==> config.mk <==
export PLATFORM = sky130hd
export DESIGN_NAME = regbank_wb_arbiter
export DESIGN_NICKNAME = d
export VERILOG_FILES = /design/src/rtl/regbank_wb_arbiter.sv
export SDC_FILE = /design/constraint.sdc
export NUM_CORES = 1
export LEC_CHECK = 0
export ABC_AREA = 0
export BUFFER_PORTS_ARGS = -buffer_cell sky130_fd_sc_hd__buf_2
export CAP_MARGIN = 20
export CORE_ASPECT_RATIO = 0.5
export CORE_UTILIZATION = 56
export CTS_CLUSTER_DIAMETER = 30
export DETAILED_ROUTE_END_ITERATION = 16
export PLACE_DENSITY = 0.91
export SYNTH_ARGS = -nofsm -noshare
export SYNTH_HDL_FRONTEND = slang
export SYNTH_SLANG_ARGS = --single-unit
==> constraint.sdc <==
create_clock -name clk -period 4.3 [get_ports clk]
set_input_delay 0.215 -clock clk [delete_from_list [all_inputs] [get_ports clk]]
set_output_delay 0.215 -clock clk [all_outputs]
set_load 0.05 [all_outputs]
==> src/rtl/regbank_wb_arbiter.sv <==
// Write-back scheduler for the register bank write port and PC-update path.
// Ports: alu_*/ld_* write requesters, pc_* update handshake, src/dst hazard
//   lookup, busy scoreboard, wr_*/pc_inc/pc_data_in registered bank strobes.
module regbank_wb_arbiter #(
  parameter int DW         = 16,
  parameter int AW         = 4,
  parameter int PC_REG     = 0,
  parameter int STARVE_MAX = 3
) (
  input  logic              clk,
  input  logic              rst,
  input  logic              alu_vld,
  output logic              alu_rdy,
  input  logic [AW-1:0]     alu_reg,
  input  logic [DW-1:0]     alu_data,
  input  logic              ld_vld,
  output logic              ld_rdy,
  input  logic [AW-1:0]     ld_reg,
  input  logic [DW-1:0]     ld_data,
  input  logic              pc_req,
  input  logic [DW-1:0]     pc_next,
  output logic              pc_gnt,
  output logic              pc_drop,
  input  logic [AW-1:0]     src_reg,
  input  logic [AW-1:0]     dst_reg,
  output logic              rd_hazard,
  output logic [(1<<AW)-1:0] busy,
  output logic              wr_en,
  output logic [AW-1:0]     wr_reg,
  output logic [DW-1:0]     wr_data,
  output logic              pc_inc,
  output logic [DW-1:0]     pc_data_in
);

  localparam int NR = 1 << AW;
  localparam int SW = $clog2(STARVE_MAX + 1);
  localparam logic [AW-1:0] PCR = AW'(PC_REG);
  localparam logic [SW-1:0] SMAX = SW'(STARVE_MAX);

  logic          r_a_vld;
  logic [AW-1:0] r_a_reg;
  logic [DW-1:0] r_a_data;
  logic          r_l_vld;
  logic [AW-1:0] r_l_reg;
  logic [DW-1:0] r_l_data;
  // 1: ALU entry is the older one when both are valid
  logic          r_age;
  logic [SW-1:0] r_starve;
  logic [NR-1:0] r_busy;
  logic          r_wr_en;
  logic [AW-1:0] r_wr_reg;
  logic [DW-1:0] r_wr_data;
  logic          r_pc_inc;
  logic [DW-1:0] r_pc_data;

  logic          w_a_pc;
  logic          w_l_pc;
  logic          w_any;
  logic          w_a_old;
  logic          w_pc_pri;
  logic          w_pc_ok;
  logic          w_cm_a;
  logic          w_cm_l;
  logic          w_sel_pc;
  logic          w_cm_data;
  logic          w_acc_a;
  logic          w_acc_l;
  logic          w_a_nv;
  logic          w_l_nv;
  logic [AW-1:0] w_a_nreg;
  logic [AW-1:0] w_l_nreg;
  logic [AW-1:0] w_c_reg;
  logic [DW-1:0] w_c_data;
  logic          w_age_n;
  logic [SW-1:0] w_starve_n;
  logic [NR-1:0] w_busy_n;

  assign w_a_pc   = r_a_vld & (r_a_reg == PCR);
  assign w_l_pc   = r_l_vld & (r_l_reg == PCR);
  assign w_any    = r_a_vld | r_l_vld;
  assign w_a_old  = r_a_vld & (~r_l_vld | r_age);
  assign w_pc_pri = w_a_pc | w_l_pc;
  assign w_pc_ok  = pc_req & ((r_starve < SMAX) | ~w_any);

  always_comb begin
    w_cm_a   = 1'b0;
    w_cm_l   = 1'b0;
    w_sel_pc = 1'b0;
    priority case (1'b1)
      w_pc_pri: begin
        if (w_a_pc & (~w_l_pc | r_age)) w_cm_a = 1'b1;
        else w_cm_l = 1'b1;
      end
      w_pc_ok: w_sel_pc = 1'b1;
      w_any: begin
        if (w_a_old) w_cm_a = 1'b1;
        else w_cm_l = 1'b1;
      end
      default: ;
    endcase
  end

  assign w_cm_data = w_cm_a | w_cm_l;
  assign w_c_reg   = w_cm_a ? r_a_reg : r_l_reg;
  assign w_c_data  = w_cm_a ? r_a_data : r_l_data;

  // refill allowed in the same cycle the entry drains
  assign alu_rdy = ~r_a_vld | w_cm_a;
  assign ld_rdy  = ~r_l_vld | w_cm_l;
  assign w_acc_a = alu_vld & alu_rdy;
  assign w_acc_l = ld_vld & ld_rdy;

  assign w_a_nv   = (r_a_vld & ~w_cm_a) | w_acc_a;
  assign w_l_nv   = (r_l_vld & ~w_cm_l) | w_acc_l;
  assign w_a_nreg = w_acc_a ? alu_reg : r_a_reg;
  assign w_l_nreg = w_acc_l ? ld_reg : r_l_reg;

  // a freshly loaded LD is younger; a lone fresh ALU is younger
  assign w_age_n = w_acc_l ? 1'b1 : (w_acc_a ? 1'b0 : r_age);

  always_comb begin
    w_busy_n = '0;
    if (w_a_nv) w_busy_n[w_a_nreg] = 1'b1;
    if (w_l_nv) w_busy_n[w_l_nreg] = 1'b1;
  end

  always_comb begin
    w_starve_n = r_starve;
    if (!w_any) w_starve_n = '0;
    else if (w_sel_pc) begin
      if (r_starve < SMAX) w_starve_n = r_starve + 1'b1;
    end else if (w_cm_data) w_starve_n = '0;
  end

  always_ff @(posedge clk or negedge rst) begin
    if (!rst) begin
      r_a_vld   <= 1'b0;
      r_a_reg   <= '0;
      r_a_data  <= '0;
      r_l_vld   <= 1'b0;
      r_l_reg   <= '0;
      r_l_data  <= '0;
      r_age     <= 1'b0;
      r_starve  <= '0;
      r_busy    <= '0;
      r_wr_en   <= 1'b0;
      r_wr_reg  <= '0;
      r_wr_data <= '0;
      r_pc_inc  <= 1'b0;
      r_pc_data <= '0;
    end else begin
      r_a_vld  <= w_a_nv;
      r_l_vld  <= w_l_nv;
      r_age    <= w_age_n;
      r_starve <= w_starve_n;
      r_busy   <= w_busy_n;
      if (w_acc_a) begin
        r_a_reg  <= alu_reg;
        r_a_data <= alu_data;
      end
      if (w_acc_l) begin
        r_l_reg  <= ld_reg;
        r_l_data <= ld_data;
      end
      r_wr_en  <= w_cm_data;
      r_pc_inc <= w_sel_pc;
      if (w_cm_data) begin
        r_wr_reg  <= w_c_reg;
        r_wr_data <= w_c_data;
      end
      if (w_sel_pc) r_pc_data <= pc_next;
    end
  end

  assign pc_gnt     = w_sel_pc & rst;
  assign pc_drop    = w_pc_pri & pc_req & rst;
  assign busy       = r_busy;
  assign rd_hazard  = r_busy[src_reg] | r_busy[dst_reg];
  assign wr_en      = r_wr_en;
  assign wr_reg     = r_wr_reg;
  assign wr_data    = r_wr_data;
  assign pc_inc     = r_pc_inc;
  assign pc_data_in = r_pc_data;

endmodule

==> impl_results.md, run 1 <==
* WP data required at ~4.5 ns
* Root Buffer: clkbuf_16
* DRT Wirelength at 10800 um
* Die width at about 130 um
* Post-synthesis cell area at 0.00440 mm2
* Worst-Skew Late Latency at between 0.3 and 0.4 ns
* Worst path arrival time at roughly 3 ns
* Syn Nets at approximately 440
* Synth top area share at between 50 and 60%
* Die Ht at around 65 um
* Worst Slack Setup Final at roughly 1.5 ns
* Vias in the first global route at roughly 3500
* Grt ovf at 0
* WL/cell at 17.9 um
* Final Max Tran Viols at 0
* Leakage at ~2.8 nW
* Commonest non-fill, non-tap cell in the layout: buf_2
* Crit path launch type: flop
* Htree depth at 3
* Period minus WS final at 2.79 ns
* Final #Nets at 565
* Async set or reset register ratio after synthesis at 100%
* # setup viols final at 0
* Placer's final routability congestion estimate at about 1
* CTS Buffer Depth at 2
* Sink Count at 99
* RSZ-0062 raised after global routing: no
* F_max at roughly 360 MHz
* CP endpoint kind: flop
* Layout cells sized above 1 at between 40% and 50%
* TritonCTS clock tree: built
* Port Buffers at roughly 130
* Drt pass-1 iters at 7
* Main synth FF type: dfrtp_1
* Via count at 3493
* PD cells at approximately 960 mW/mm2
* DRT iter0 DRCs at approximately 320
* Layout Skew at between 0.006 and 0.007 ns
* Dominant cells by area after synthesis: dfrtp_1, mux2_2, nand2_1, mux4_2, a222oi_1
* Layout area overhead at 23.5%
* Post-synth EDFFs at 0
* GR Util All Layers at about 28%
* Dpl hpwl at 7540 um
* Syn Area/Cell at around 12 um2
* Core Box Area at 0.00746 mm2
* Hold Path Class: in2reg
* Worst Setup Path Type: reg2reg
* Final ANT Viol Nets at 0
* Total chip power at 5.22 mW
* Initial Util at between 50% and 60%
* Worst Path Max Fanout at 17
* Final hold violations at 0
* Yosys cell types at 42
* Std cell rows at 22
* Cts hold-fix bufs at 1
* Fin crit share at 64.9%
* Synth Instances at roughly 370
* Largest net degree at the start of global routing at 77
* First-pass GRT wire length at between 15000 and 20000 um
* Maxcap violations at 0
* IO Count at about 130
* Synth Register Bits at 99
* Worst Tran Pin Value at roughly 1.1 ns
* Most frequent cells in the layout: buf_2, dfrtp_1, nand2_1
* Sequential share of the synthesized area at ~56%
* Status: complete, no violations
* Slew margin rel. at between 20 and 30%
* Sum of negative setup slack at 0 ns
* Post-CTS Resized at 0
* Yosys warning count at 0
* DP Worst Slack at roughly 1.6 ns
* Post-CTS setup buffers at 0
* VDD IR max at ~0.38 mV
* Top cell type by total area after synthesis: dfrtp_1
* Die area at 0.00824 mm2
* Diodes inserted at 0
* Antenna violations before repair at 0
* DRC at 0
* CTS clock-pin slew for the worst setup and hold paths at 0.06 ns
* Via/cell ratio at 5.77
* CTS Buf Count at 9
-- final timing paths --
kind / from / endpoint / slack (ns) / depth (start not counted)
worst max-delay path: r_starve[0]$_DFFE_PN0P_ / busy[9]$_DFF_PN0_ / 1.51 / 8
worst min-delay path: ld_data[3] / r_l_data[3]$_DFFE_PN0N_ / 0.06 / 3
worst max register to register: r_starve[0]$_DFFE_PN0P_ / busy[9]$_DFF_PN0_ / 1.51 / 8
worst min register to register: r_starve[0]$_DFFE_PN0P_ / r_starve[0]$_DFFE_PN0P_ / 0.44 / 1
max in group asynchronous: rst / pc_data_in[6]$_DFFE_PN0P_ / 2.77 / 3
min in group asynchronous: rst / pc_data_in[3]$_DFFE_PN0P_ / 0.32 / 2
-- per-layer routing --
metal | vias up | GRT usage [%] | routed length, um
met5 | - | 0 | 0
met3 | 25 | 8.18 | 791
met2 | 165 | 45.8 | 5160
met1 | 1717 | 35.4 | 4590
met4 | 0 | 12.2 | 262
li1 | 1586 | - | -
-- stage by stage --
step                std cells  area (um2)  utilization, %  hold slack [ns]
finish                    605        5440            72.9           0.0553
global route              605        5440            72.9           0.0570
CTS                       605        5440            72.9           0.0479
detailed placement        591        5120            68.7            0.142
global placement          591        5120            68.7            0.140
floorplan                 371        4400               -          -0.0806
-- area by class of cell --
| class | instances | area [um2] |
|---|---|---|
| Sequential cell | 99 | 2480 |
| Fill cell | 499 | 2020 |
| Multi-Input combinational cell | 227 | 1740 |
| Timing Repair Buffer | 132 | 678 |
| Clock buffer | 9 | 225 |
| Tap cell | 108 | 135 |
| Inverter | 26 | 97.6 |
| Clock inverter | 4 | 77.6 |
-- synthesized netlist by cell type, drive strengths merged, types with 3 or more instances --
| cell type | n |
|---|---|
| buf | 11 |
| clkbuf | 8 |
| o21ai | 3 |
| nor2 | 7 |
| nand2 | 79 |
| mux2 | 37 |
| and3 | 4 |
| dfrtp | 99 |
| mux2i | 4 |
| and2 | 3 |
| or2 | 3 |
| o221ai | 16 |
| nor2b | 6 |
| nand3 | 10 |
| mux4 | 10 |
| nand2b | 5 |
| a222oi | 20 |
| inv | 26 |
-- critical path: stages, from the launching register on --
cell and delay (ns):
dfrtp_1 0.39, ha_1 0.22, nand2b_1 0.19, and3_1 0.20
o21ai_2 0.19, a31o_1 0.67, buf_4 0.37, o31a_1 0.24
o221ai_1 0.17
-- power by group --
| part | switching, mW | total [mW] | internal, mW |
|---|---|---|---|
| clock | 0.331 | 0.834 | 0.503 |
| sequential | 0.336 | 1.72 | 1.38 |
| combinational | 1.83 | 2.66 | 0.835 |
-- cell families after synthesis --
family | Yosys count | share of synthesized area [%]
simple gates | 127 | 13.3
compound gates | 48 | 10.2
flops | 99 | 56.3
fa+ha+maj | 1 | 0.284
buf+inv | 45 | 4.41
mux | 51 | 15.5
Power figures use the tool's default switching activity.
==> run 2, diff against run 1 <==
--- a/config.mk
+++ b/config.mk
@@ -9,10 +9,10 @@
 export BUFFER_PORTS_ARGS = -buffer_cell sky130_fd_sc_hd__buf_2
 export CAP_MARGIN = 20
 export CORE_ASPECT_RATIO = 0.5
-export CORE_UTILIZATION = 56
+export CORE_UTILIZATION = 52
 export CTS_CLUSTER_DIAMETER = 30
 export DETAILED_ROUTE_END_ITERATION = 16
-export PLACE_DENSITY = 0.91
+export PLACE_DENSITY = 0.86
 export SYNTH_ARGS = -nofsm -noshare
 export SYNTH_HDL_FRONTEND = slang
 export SYNTH_SLANG_ARGS = --single-unit
==> constraint.sdc (replaced) <==
create_clock -name clk -period 2.7 [get_ports clk]
set_input_delay 0.135 -clock clk [delete_from_list [all_inputs] [get_ports clk]]
set_output_delay 0.135 -clock clk [all_outputs]
set_load 0.05 [all_outputs]
==> impl_results.md, run 2 (synthesis gave the netlist of run 1 again) <==
* Fin crit share at 93.0% (+28 points)
* Die Ht at 67.1 um (+3.7%)
* Worst Tran Pin Value at 1.01 ns (-0.0598 ns)
* Diodes inserted at 0 (unchanged)
* Sink Count at 99 (unchanged)
* RSZ-0062 raised after global routing: no
* Post-Layout Cell Count at 631 (+4.3%)
* DP Worst Slack at 0.203 ns (-1.39 ns)
* Layout cells sized above 1 at 40.5% (-0.58 points)
* Grt ovf at 0 (unchanged)
* Dpl cell area at 0.00516 mm2 (+0.78%)
* Via/cell ratio at 5.67 (-1.8%)
* Commonest non-fill, non-tap cell in the layout: buf_2
* Sum of negative setup slack at 0 ns (unchanged)
* Layout Skew at 0.00965 ns (+0.00338 ns)
* CTS Buf Count at 9 (unchanged)
* Placed cell count at 598 (+1.2%)
* CP endpoint kind: flop
* WP data required at 2.93 ns (-1.57 ns)
* DRT iter0 DRCs at 346 (+6.8%)
* Leakage at 2.84 nW (+3.3%)
* Worst Setup Path Type: reg2reg
* Std cell rows at 23 (+4.5%)
* Largest net degree at the start of global routing at 83 (+7.8%)
* Initial Util at 54.4% (-4.6 points)
* DRT Wirelength at 11000 um (+2.1%)
* TritonCTS clock tree: built
* Vias in the first global route at 3535 (+1.9%)
* WL/cell at 17.5 um (-2.1%)
* Post-CTS setup buffers at 0 (unchanged)
* # setup viols final at 0 (unchanged)
* CP bufs+invs at 1 (unchanged)
* Core Box Area at 0.00809 mm2 (+8.4%)
* F_max at 398 MHz (+11%)
* Root Buffer: clkbuf_16
* Htree depth at 3 (unchanged)
* Status: complete, no violations
* Slowest cell delay on critical path at 0.42 ns (-0.25 ns)
* GR Util All Layers at 26.0% (-2.1 points)
* First-pass GRT wire length at 17200 um (+0.53%)
* Crit path launch type: flop
* Dpl hpwl at 7530 um (about the same)
* CTS Buffer Depth at 2 (unchanged)
* Cell area after layout at 0.00564 mm2 (+3.8%)
* Maxcap violations at 0 (unchanged)
* Worst Path Max Fanout at 23 (+6)
* Final #Nets at 584 (+3.4%)
* Port Buffers at 127 (unchanged)
* VDD IR max at 0.648 mV (+69%)
* Slew margin rel. at 32.4% (+4.0 points)
* Slowest cell on crit path: a31o_1
* Die area at 0.00886 mm2 (+7.5%)
* Die width at 132 um (+3.7%)
* Total chip power at 8.35 mW (+60%)
* Antenna violations before repair at 0 (unchanged)
* Drt pass-1 iters at 5 (-2)
* Worst path arrival time at 2.74 ns (-0.25 ns)
* Most frequent cells in the layout: buf_2, dfrtp_1, nand2_1
* Final Max Tran Viols at 0 (unchanged)
* Hold_ws at 0.0164 ns (-0.0390 ns)
* Crit path max-delay family: compound AO/OA/AOI/OAI gates
* Worst-Skew Late Latency at 0.35 ns (about the same)
* CTS clock-pin slew for the worst setup and hold paths at 0.07 ns (about the same)
* Via count at 3577 (+2.4%)
* Final hold violations at 0 (unchanged)
* IO Count at 128 (unchanged)
* DRC at 0 (unchanged)
* Worst-path cell chain: ha_1 > nand2b_1 > and3_1 > o21ai_2 > a31o_1 > buf_4 > mux2_2
* Placer's final routability congestion estimate at 0.911 (-7.6%)
* Final ANT Viol Nets at 0 (unchanged)
* Hold Path Class: in2reg
* Period minus WS final at 2.51 ns (-0.280 ns)
* Worst Slack Setup Final at 0.190 ns (-1.32 ns)
* Finished Core Util at 69.8% (-3.1 points)
* Layout area overhead at 28.2%
* PD cells at 1480 mW/mm2 (+54%)
run 2: metal layers:
metal | vias to the layer above | routed length (um) | track usage, %
li1 | 1625 | - | -
met1 | 1739 | 4540 | 31.7
met2 | 185 | 5440 | 43.6
met3 | 28 | 763 | 6.24
met4 | 0 | 290 | 14.4
met5 | - | 0 | 0
run 2: where the power goes:
group          internal [mW]  switching, mW  total, mW
Clock                  0.736          0.579       1.31
Combinational           1.37           2.93       4.30
Sequential              2.20          0.528       2.73
Total                   4.31           4.03       8.35
run 2: what timing repair did:
| item | in CTS | in global routing |
|---|---|---|
| hold endpoints to repair | 33 | 0 |
| resized for setup | 0 | 0 |
| hold buffers | 17 | 0 |
run 2: area by class of cell:
cell class | count | area, um2
Clock buffer | 9 | 225
Clock inverter | 7 | 83.8
Fill cell | 563 | 2440
Inverter | 26 | 97.6
Multi-Input combinational cell | 227 | 1740
Sequential cell | 99 | 2480
Tap cell | 112 | 140
Timing Repair Buffer | 151 | 873
run 2: path summary, 6_finish.rpt:
| check | start | endpoint | slack (ns) | cells past startpoint |
|---|---|---|---|---|
| setup / recovery | r_starve[0]$_DFFE_PN0P_ | r_a_data[3]$_DFFE_PN0N_ | 0.19 | 7 |
| hold / removal | pc_next[14] | pc_data_in[14]$_DFFE_PN0P_ | 0.02 | 2 |
| setup reg to reg | r_starve[0]$_DFFE_PN0P_ | r_a_data[3]$_DFFE_PN0N_ | 0.19 | 7 |
| hold reg to reg | r_starve[0]$_DFFE_PN0P_ | r_starve[0]$_DFFE_PN0P_ | 0.44 | 1 |
| max in group asynchronous | rst | wr_data[10]$_DFFE_PN0N_ | 1.79 | 3 |
| min in group asynchronous | rst | busy[7]$_DFF_PN0_ | 0.21 | 2 |
==> run 3, diff against run 2 <==
--- a/config.mk
+++ b/config.mk
@@ -12,6 +12,8 @@
 export CORE_UTILIZATION = 52
 export CTS_CLUSTER_DIAMETER = 30
 export DETAILED_ROUTE_END_ITERATION = 16
+export GPL_ROUTABILITY_DRIVEN = 0
+export MAX_ROUTING_LAYER = met4
 export PLACE_DENSITY = 0.86
 export SYNTH_ARGS = -nofsm -noshare
 export SYNTH_HDL_FRONTEND = slang
==> impl_results.md, run 3 (synthesis gave the netlist of run 1 again) <==
* Die area at 0.00886 mm2 (unchanged)
* Status: complete, no violations
* Worst-Skew Late Latency at 0.35 ns (about the same)
* IO Count at 128 (unchanged)
* Post-CTS Resized at 0 (unchanged)
* DP Worst Slack at 0.386 ns (+0.183 ns)
* Sum of negative setup slack at 0 ns (unchanged)
* Fin crit share at 88.7% (-4.2 points)
* Leakage at 2.83 nW (-0.62%)
* TritonCTS clock tree: built
* RSZ-0062 raised after global routing: no
* Most frequent cells in the layout: buf_2, dfrtp_1, nand2_1
* Final hold violations at 0 (unchanged)
* Post-Layout Cell Count at 630 (-0.16%)
* Final ANT Viol Nets at 0 (unchanged)
* WP data required at 2.92 ns (about the same)
* Hold Path Class: in2reg
* Htree depth at 3 (unchanged)
* Dpl hpwl at 7270 um (-3.5%)
* Final Max Tran Viols at 0 (unchanged)
* Port Buffers at 127 (unchanged)
* Slew margin rel. at 35.6% (+3.3 points)
* Grt ovf at 0 (unchanged)
* Drt pass-1 iters at 8 (+3)
* Maxcap violations at 0 (unchanged)
* CTS Buf Count at 9 (unchanged)
* First-pass GRT wire length at 16200 um (-5.9%)
* CTS Buffer Depth at 2 (unchanged)
* Worst path arrival time at 2.62 ns (-0.12 ns)
* Core Box Area at 0.00809 mm2 (unchanged)
* Die Ht at 67.1 um (unchanged)
* PD cells at 1470 mW/mm2 (-0.86%)
* Antenna violations before repair at 0 (unchanged)
* Initial Util at 54.4% (unchanged)
* Largest net degree at the start of global routing at 42 (-49%)
* Diodes inserted at 0 (unchanged)
* DRT Wirelength at 10400 um (-5.3%)
* CTS clock-pin slew for the worst setup and hold paths at 0.07 ns (about the same)
* F_max at 417 MHz (+4.8%)
* VDD IR max at 0.700 mV (+8.1%)
* Hold_ws at 0.000801 ns (-0.0156 ns)
* Placed cell count at 599 (+0.17%)
* Worst Tran Pin Value at 0.965 ns (-0.0492 ns)
* DRC at 0 (unchanged)
* Crit path launch type: flop
* WL/cell at 16.6 um (-5.2%)
* Sink Count at 99 (unchanged)
* Layout area overhead at 27.6%
* Worst Slack Setup Final at 0.304 ns (+0.114 ns)
* Worst Path Max Fanout at 20 (-13%)
* Fillers at 559 (-0.71%)
* Worst Setup Path Type: reg2reg
* Final #Nets at 584 (unchanged)
* Die width at 132 um (unchanged)
* Via/cell ratio at 5.62 (-0.91%)
* Layout cells sized above 1 at 40.5% (+0.078 points)
* Root Buffer: clkbuf_16
* CP endpoint kind: flop
* Std cell rows at 23 (unchanged)
* Finished Core Util at 69.4% (-0.32 points)
* # setup viols final at 0 (unchanged)
* Commonest non-fill, non-tap cell in the layout: buf_2
* Via count at 3539 (-1.1%)
* GR Util All Layers at 24.8% (-1.1 points)
* Period minus WS final at 2.40 ns (-0.114 ns)
* DRT iter0 DRCs at 407 (+18%)
* Layout Skew at 0.00917 ns (-0.000478 ns)
* Vias in the first global route at 3328 (-5.9%)
run 3: cell types whose count changed in the layout (fill, tap and decap cells not counted), sizes merged:
cell,before,now
buf,134,135
clkinv,3,0
clkinvlp,0,2
inv,29,28
dlygate4sd3,17,16
bufinv,1,0
clkbuf,9,11
run 3: final cells by class:
type	count	area (um2)	area share (%)
Timing Repair Buffer	151	871	15.5
Inverter	26	97.6	1.74
Clock buffer	11	253	4.50
Sequential cell	99	2480	44.1
Tap cell	112	140	2.50
Multi-Input combinational cell	227	1740	31.1
Clock inverter	4	32.5	0.579
run 3: worst paths after layout:
path | cells past startpoint | slack (ns) | end | start
min reg2reg | 1 | 0.43 | r_starve[0]$_DFFE_PN0P_ | r_starve[0]$_DFFE_PN0P_
min in group asynchronous | 2 | 0.30 | pc_data_in[9]$_DFFE_PN0P_ | rst
max | 7 | 0.30 | wr_reg[3]$_DFFE_PN0N_ | r_starve[0]$_DFFE_PN0P_
min | 3 | 0.0008 | r_l_data[10]$_DFFE_PN0N_ | ld_data[10]
max in group asynchronous | 3 | 1.54 | wr_data[2]$_DFFE_PN0N_ | rst
max reg2reg | 7 | 0.30 | wr_reg[3]$_DFFE_PN0N_ | r_starve[0]$_DFFE_PN0P_
run 3: metrics by stage:
step | cell area, um2 | total power, mW
2_1_floorplan | 4400 | 5.91
3_3_place_gp | 5170 | 6.84
3_5_place_dp | 5170 | 6.96
4_1_cts | 5620 | 8.23
5_1_grt | 5620 | 8.65
6_report | 5620 | 8.24
run 3: layer usage:
layer	vias up	part of all wire [%]	track usage, %
met5	-	0	-
met4	0	1.3	6.98
met3	16	5.9	5.48
met2	139	49	41.6
met1	1764	44	31.0
li1	1620	-	-
run 3: worst max-delay path, cell delays in order (launching register included):
cell      delay (ns)
dfrtp_1         0.38
ha_1            0.22
nand2b_1        0.19
and3_1          0.19
o21ai_2         0.21
nand2_1         0.48
a222oi_1        0.52
inv_1           0.09
run 3: power breakdown:
| group | switching (mW) | internal, mW | leakage [nW] |
|---|---|---|---|
| Sequential | 0.527 | 2.21 | 1.22 |
| Clock | 0.550 | 0.676 | 0.135 |
| Combinational | 2.89 | 1.39 | 1.48 |
run 3: timing repair:
action,CTS,global route
setup buffers,0,0
endpoints found under the hold margin,52,0
hold buffers,16,0
